==> src/rtl/sync_fifo_pkg.sv <==
`default_nettype none
// ============================================================================
// Module      : sync_fifo_pkg
// Description : Shared defaults and the address-width derivation for the
//               synchronous FIFO and its storage array.
// Revision    : 1.0 - initial release
// ============================================================================
package sync_fifo_pkg;

  localparam int C_DATA_W_DEFAULT = 6;
  localparam int C_DEPTH_DEFAULT  = 64;

  // Number of address bits needed to index 'depth' words (ceil(log2)).
  function automatic int addr_width(input int depth);
    int w;
    w = 0;
    while ((1 << w) < depth) begin
      w = w + 1;
    end
    return w;
  endfunction

endpackage : sync_fifo_pkg
`default_nettype wire

==> src/rtl/sync_fifo_ram.sv <==
`default_nettype none
// ============================================================================
// Module      : sync_fifo_ram
// Description : Simple dual-port storage array: one write port and one
//               registered, enabled read port. No reset, so it maps onto
//               block RAM.
// Revision    : 1.0 - initial release
// ============================================================================
module sync_fifo_ram #(
  parameter int DATA_W = 6,
  parameter int ADDR_W = 6
) (
  input  logic              clk,
  input  logic              we,
  input  logic [ADDR_W-1:0] waddr,
  input  logic [DATA_W-1:0] wdata,
  input  logic              re,
  input  logic [ADDR_W-1:0] raddr,
  output logic [DATA_W-1:0] rdata
);

  logic [DATA_W-1:0] r_mem [0:(1 << ADDR_W)-1];
  logic [DATA_W-1:0] r_rdata;

  // Write port: store the word when the controller accepts a write.
  always_ff @(posedge clk) begin
    if (we) begin
      r_mem[waddr] <= wdata;
    end
  end

  // Read port: registered output that only changes on an enabled read.
  always_ff @(posedge clk) begin
    if (re) begin
      r_rdata <= r_mem[raddr];
    end
  end

  assign rdata = r_rdata;

endmodule : sync_fifo_ram
`default_nettype wire

==> src/rtl/sync_fifo.sv <==
`default_nettype none
// ============================================================================
// Module      : sync_fifo
// Description : Single-clock FIFO with registered count/full/empty flags,
//               one-cycle read latency and overflow/underflow pulses.
// Revision    : 1.0 - initial release
// ============================================================================
module sync_fifo
  import sync_fifo_pkg::*;
#(
  parameter  int DATA_W = C_DATA_W_DEFAULT,
  parameter  int DEPTH  = C_DEPTH_DEFAULT,
  localparam int ADDR_W = addr_width(DEPTH)
) (
  input  logic              clk,
  input  logic              rst,
  input  logic [DATA_W-1:0] din,
  input  logic              wr_en,
  input  logic              rd_en,
  output logic [DATA_W-1:0] dout,
  output logic              valid,
  output logic              full,
  output logic              empty,
  output logic [ADDR_W:0]   data_count,
  output logic              overflow,
  output logic              underflow
);

  localparam logic [ADDR_W:0] C_DEPTH = (ADDR_W+1)'(DEPTH);
  localparam logic [ADDR_W:0] C_ONE   = (ADDR_W+1)'(1);

  logic [ADDR_W:0]   r_wr_ptr;
  logic [ADDR_W:0]   r_rd_ptr;
  logic [ADDR_W:0]   r_count;
  logic              r_full;
  logic              r_empty;
  logic              r_valid;
  logic              r_overflow;
  logic              r_underflow;
  // Set by reset, cleared by the first accepted read: masks the
  // unreset RAM output so dout reads as zero until real data arrives.
  logic              r_dout_zero;

  logic              w_wr_acc;
  logic              w_rd_acc;
  logic [ADDR_W:0]   w_count_nxt;
  logic [DATA_W-1:0] w_ram_q;

  assign w_wr_acc = wr_en & ~r_full;
  assign w_rd_acc = rd_en & ~r_empty;

  // Next occupancy: a simultaneous accepted read and write cancel out.
  always_comb begin
    w_count_nxt = r_count;
    case ({w_wr_acc, w_rd_acc})
      2'b10:   w_count_nxt = r_count + C_ONE;
      2'b01:   w_count_nxt = r_count - C_ONE;
      default: w_count_nxt = r_count;
    endcase
  end

  // Pointers, occupancy, flags and status pulses.
  always_ff @(posedge clk) begin
    if (rst) begin
      r_wr_ptr    <= '0;
      r_rd_ptr    <= '0;
      r_count     <= '0;
      r_full      <= 1'b0;
      r_empty     <= 1'b1;
      r_valid     <= 1'b0;
      r_overflow  <= 1'b0;
      r_underflow <= 1'b0;
      r_dout_zero <= 1'b1;
    end else begin
      if (w_wr_acc) begin
        r_wr_ptr <= r_wr_ptr + C_ONE;
      end
      if (w_rd_acc) begin
        r_rd_ptr    <= r_rd_ptr + C_ONE;
        r_dout_zero <= 1'b0;
      end
      r_count     <= w_count_nxt;
      r_full      <= (w_count_nxt == C_DEPTH);
      r_empty     <= (w_count_nxt == '0);
      r_valid     <= w_rd_acc;
      r_overflow  <= wr_en & r_full;
      r_underflow <= rd_en & r_empty;
    end
  end

  // Requests in a reset cycle must not touch storage or the read register.
  sync_fifo_ram #(
    .DATA_W (DATA_W),
    .ADDR_W (ADDR_W)
  ) u_ram (
    .clk   (clk),
    .we    (w_wr_acc & ~rst),
    .waddr (r_wr_ptr[ADDR_W-1:0]),
    .wdata (din),
    .re    (w_rd_acc & ~rst),
    .raddr (r_rd_ptr[ADDR_W-1:0]),
    .rdata (w_ram_q)
  );

  assign dout       = r_dout_zero ? '0 : w_ram_q;
  assign valid      = r_valid;
  assign full       = r_full;
  assign empty      = r_empty;
  assign data_count = r_count;
  assign overflow   = r_overflow;
  assign underflow  = r_underflow;

endmodule : sync_fifo
`default_nettype wire

==> config.mk <==
export PLATFORM = sky130hd
export DESIGN_NAME = sync_fifo
export DESIGN_NICKNAME = d
export VERILOG_FILES = /design/src/rtl/sync_fifo_pkg.sv /design/src/rtl/sync_fifo_ram.sv /design/src/rtl/sync_fifo.sv
export SDC_FILE = /design/constraint.sdc
export NUM_CORES = 1
export LEC_CHECK = 0
export CORE_ASPECT_RATIO = 1.1
export CORE_MARGIN = 3
export CORE_UTILIZATION = 46
export CTS_CLUSTER_SIZE = 16
export DETAILED_ROUTE_END_ITERATION = 8
export DONT_BUFFER_PORTS = 1
export GPL_TIMING_DRIVEN = 0
export SLEW_MARGIN = 20
export SYNTH_ARGS = -nofsm -noshare
export SYNTH_HDL_FRONTEND = slang
export SYNTH_SLANG_ARGS = --single-unit
==> constraint.sdc <==
create_clock -name clk -period 3.4 [get_ports clk]
set_input_delay 0 -clock clk [delete_from_list [all_inputs] [get_ports clk]]
set_output_delay 0 -clock clk [all_outputs]
set_load 0.02 [all_outputs]
After elaboration in Yosys (flattened, before gate mapping)
Memories as Yosys holds them, arrays and structs flattened. A register that Yosys moved wholly into a read port is not among the register bits.
Cells that the tools add are included.
{"block": "classes", "eq_ne": 3, "mux": 4, "add_sub_neg": 4, "n_reduce_logical": 1, "bitwise_logic": 9}
{"operator": "$add A7 B1 Y7 const B", "count": 3}
{"operator": "$pmux W7 S2", "count": 1}
{"operator": "$eq A7 B7 Y1 const B", "count": 1}
{"operator": "$logic_not A7 Y1", "count": 1}
{"operator": "$sub A7 B1 Y7 const B", "count": 1}
{"operator": "$and A1 B1 Y1", "count": 6}
{"operator": "$mux W6", "count": 1}
{"operator": "$not A1 Y1", "count": 3}
{"operator": "$eq A2 B1 Y1 const B", "count": 1}
{"operator": "$eq A2 B2 Y1 const B", "count": 1}
{"operator": "$mux W1", "count": 2}
{"block": "totals", "mem_count": 1, "in_bits": 10, "ff_bits": 27, "ramBits": 384, "out_inout_bits": 18, "wordCells": 31}
{"memory": "u_ram.r_mem", "depth": 64, "width": 6, "rd": 1, "rd_ports_with_merged_regs": 1, "wr": 1, "line_no": "sync_fifo_ram.sv:22", "source": "logic [DATA_W-1:0] r_mem [0:(1 << ADDR_W)-1];"}

Logic depth before layout (Yosys ltp)
{"block": "depth", "depth_word": 5, "depth_mapped": 13, "ltp_nobuf": 11}

Modules after synthesis
From an unflattened synthesis, not the netlist that was laid out.
{"block": "hier_totals", "hier_cells": 876, "hier_area_um2": 16643.5}
{"mod": "sync_fifo_ram", "area_per_inst_um2": 15285.9, "cells_each": 720, "seq_area_each_um2": 11711.2, "n_inst": 1}
{"mod": "sync_fifo", "area_per_inst_um2": 1357.6, "cells_each": 156, "seq_area_each_um2": 500.5, "n_inst": 1}

Least setup slack after synthesis
Ideal clock, no wire load.
{"block": "synth_timing", "path_kind": "register to register", "from": "reg r_full, in the netlist full", "to": "reg r_full, in the netlist full", "t_arrival_ns": 2.680, "setup_slack_ns": 0.660, "required_ns": 3.340, "path_stages_with_launch": 14, "setup_time_ns": 0.060, "path_buffers": 2, "period_less_slack_ns": 2.740, "path_cell_list": "dfxtp_1 -> nor2b_1 -> clkbuf_1 -> inv_1 -> ha_1 -> clkbuf_1 -> xor2_1 -> ha_1 -> a21oi_1 -> mux2i_1 -> xor2_1 -> nand4b_1 -> nor3b_1 -> and3b_1"}
{"block": "synth_via", "elab_chain_cells": 5, "word_cells_on_any_way": 6, "classes_between": "eq/ne (3); mux (1); bitwise (2)"}
{"item": "start, declared", "line_no": "sync_fifo.sv:35", "source": "logic r_full;"}
{"item": "start signal, assigned", "line_no": "sync_fifo.sv:83", "source": "r_full <= (w_count_nxt == C_DEPTH);"}
{"item": "$not A1 Y1 *", "line_no": "sync_fifo.sv:49", "source": "assign w_wr_acc = wr_en & ~r_full;"}
{"item": "$and A1 B1 Y1 *", "line_no": "sync_fifo.sv:49"}
{"item": "$eq A2 B1 Y1 / $eq A2 B2 Y1 (equally long branches)", "line_no": "sync_fifo.sv:55", "source": "case ({w_wr_acc, w_rd_acc})"}
{"item": "$pmux W7 S2 *", "line_no": "sync_fifo.sv:55"}
{"item": "$eq A7 B7 Y1 *", "line_no": "sync_fifo.sv:83"}
Every way passes the cells marked *; elsewhere a longest branch is shown, timed or not.
A chain may end at the register's enable or synchronous reset.

==> reports/results.tsv <==
metric	value	unit
synth_xor_xnor_area_share	0.006352	
synthMuxAreaShare	0.1679	
drc	0	
tightestPinTransition	1014	ps
yosysTopAreaCellShare	0.7078	
wl_met2	18900	um
syn_area_per_cell	19.89	um^2
vias	8211	
clock_latency	550	ps
status	finished, final reports clean	
drtIter0Drc	886	
layout_setup_ws	179.3	ps
initial_core_util	0.4686	
drive_above_1_share	0.2268	
hpwl	23700	um
synthFlopType	edfxtp_1	
syn_nets	847	
dr_wl_met3	2592	um
cts_setup_buffers	0	
htree_levels	2	
clock_skew	30.94	ps
cp-start-kind	register	
dieArea	0.03829	mm^2
crit_family	buffers and inverters	
synth-edff-count	390	
path_clk_slew	70	ps
power.density	630.3	mW/mm^2
ios	28	
hold_viol_final	0	
rrSetupSlack	180	ps
synth_compound_area_frac	0.01928	
area_growth	14.16	%
die_h	204.9	um
synthSimpleGateAreaFrac	0.04817	
seq_area_frac_synth	0.7380	
synth.distinct_cells	51	
grt_pass1_vias	8259	
tns	0	ps
yosysWarnings	0	
synth_adder_area_share	0.003781	
highest_layer	met4	
maxSlewViolCount	0	
die_w	186.8	um
gr-total-overflow	0	
wl	37940	um
grt_pass1_wl	55940	um
cp_num_buf_inv	3	
rows	72	
pre_cts_ws	201.0	ps
drv_cap	0	
cpMaxStageDelayCell	clkbuf_1	
relSlewSlack	0.3241	
postRouteAntennaNets	0	
cts_max_path_buffers	3	
irDropWorstVdd	0.0004305	V
synth_top_area_cell	edfxtp_1	
rsz0062_at_grt	no	
finalCritPeriodShare	0.9473	
synth_area_leaders	edfxtp_1 (71%), mux4_2 (15%), dfxtp_1 (3.0%)	
grt_max_degree	65	
layout.nets	908	
p_leak	5.780	nW
dr.pass1.iters	5	
ys_top_cells_by_count	edfxtp_1 (390), mux4_2 (107), nor2_1 (91), dfxtp_1 (25), clkbuf_1 (24)	
path_class	reg2reg	
cts_tree	yes	
syn_area	0.01655	mm^2
vias_per_cell	5.836	
setup_viol_count_final	0	
wl_met1	15580	um
crit_fanout	10	
register_area	0.01221	mm^2
arrival	3520	ps
avgRoutedWirePerCell	26.97	um
path_cells	buf_2 -> clkbuf_1 -> buf_1 -> mux2i_1 -> nand3_1 -> a31o_1	
num-fill-cells	2781	
ctsRootBufferMaster	clkbuf_16	
worstSetupEndpointType	register	
timing.hold.ws	152.1	ps
required	3700	ps
min_period	3221	ps
antenna_found_initial	2	
worstHoldPathType	in2reg	
antennaDiodeCount	0	
multi_input_comb_area	0.004064	mm^2
gp_congestion	0.8367	
fmax	310.5	MHz
grt.total_usage	0.2003	
synthArstFlopShare	0	
coreArea	0.03531	mm^2
cpPeakStageDelay	800	ps
synth_top_family_by_area	multiplexers	
cts.sinks	415	
yosysMostFrequentCell	edfxtp_1	
cts_made_buffers	43	
ys_ff_latch	415	
io_buffers	0	
syn_inst	832	
path summary, 6_finish.rpt:
kind | from | to | cells past startpoint
max | r_rd_ptr[3]$_SDFFE_PP0N_ | u_ram.rdata[1]$_DFFE_PP_ | 6
min | rd_en | underflow$_SDFF_PP0_ | 3
max reg2reg | r_rd_ptr[3]$_SDFFE_PP0N_ | u_ram.rdata[1]$_DFFE_PP_ | 6
min reg2reg | empty$_SDFF_PP1_ | underflow$_SDFF_PP0_ | 2
power breakdown:
part	switching [W]	internal, W
Sequential	0.0000743	0.00564
Clock	0.00194	0.00292
Combinational	0.000720	0.000607
per-stage QoR:
stage            util  power [W]  cell area [um^2]  cells
6_report       0.5349    0.01191             18890   1407
5_1_grt        0.5349    0.01230             18890   1407
4_1_cts        0.5348    0.01202             18890   1407
3_5_place_dp   0.4856   0.007059             17150   1313
3_3_place_gp   0.4856   0.007049             17150   1313
2_1_floorplan       -   0.006710             16550    832
worst min-delay path: stages:
cell           delay [ps]
dlygate4sd3_1         560
nand2_1                70
nor2_1                 30
area by class of cell:
cell class / instances / area share
Sequential cell: 415 / 0.6464
Multi-Input combinational cell: 364 / 0.2151
Clock buffer: 51 / 0.05968
Tap cell: 481 / 0.03186
Clock inverter: 27 / 0.01821
Timing Repair Buffer: 16 / 0.01404
Buffer: 48 / 0.01364
Inverter: 5 / 0.0009935
cells by family (layout without fill, tap and decap cells):
| logic type | Yosys count | count (layout) |
|---|---|---|
| flops | 415 | 415 |
| simple gates | 168 | 168 |
| mux | 132 | 132 |
| buf+inv | 53 | 147 |
| compound gates | 47 | 47 |
| xor+xnor | 12 | 12 |
| fa+ha+maj | 5 | 5 |
layout by cell type, fill, tap and decap left out, types with 3 or more instances in the layout:
cell / n
edfxtp_1: 390
mux4_2: 107
nor2_1: 91
clkbuf_16: 44
clkbuf_1: 29
dfxtp_1: 25
nor2b_1: 19
nand2_1: 18
mux2i_1: 15
a21oi_1: 12
dlygate4sd3_1: 10
buf_2: 9
nand3_1: 9
xor2_1: 9
mux4_1: 7
a211oi_1: 7
bufinv_16: 7
o21ai_0: 6
clkinv_2: 6
buf_16: 6
buf_4: 5
buf_1: 5
o22ai_1: 5
nand4_1: 5
clkinvlp_4: 5
inv_1: 4
nand2b_1: 4
ha_1: 4
clkinv_1: 4
buf_6: 3
mux2_2: 3
a31o_1: 3
nand3b_1: 3
or3_1: 3
and3b_1: 3
xnor2_1: 3
inv_6: 3
state kept, by name (all words and copies together), names as in the netlist:
signal and flops:
r_rd_ptr 6, r_wr_ptr 6, empty 1, u_ram.rdata 6, r_dout_zero 1, u_ram.r_mem 384
data_count 7, underflow 1, valid 1, full 1, overflow 1
metal layers:
layer  up-vias  track usage
li1       3521            -
met3        58      0.03680
met5         -            0
met2       293       0.3320
met4         0      0.05644
met1      4339       0.2765
timing repair:
action                                 4_1_cts  5_1_grt
setup endpoints to repair                    0        2
endpoints found under the hold margin      402        0
hold buffers                                16        0
resized for setup                            0        5
(Power assumes the default switching activity.)
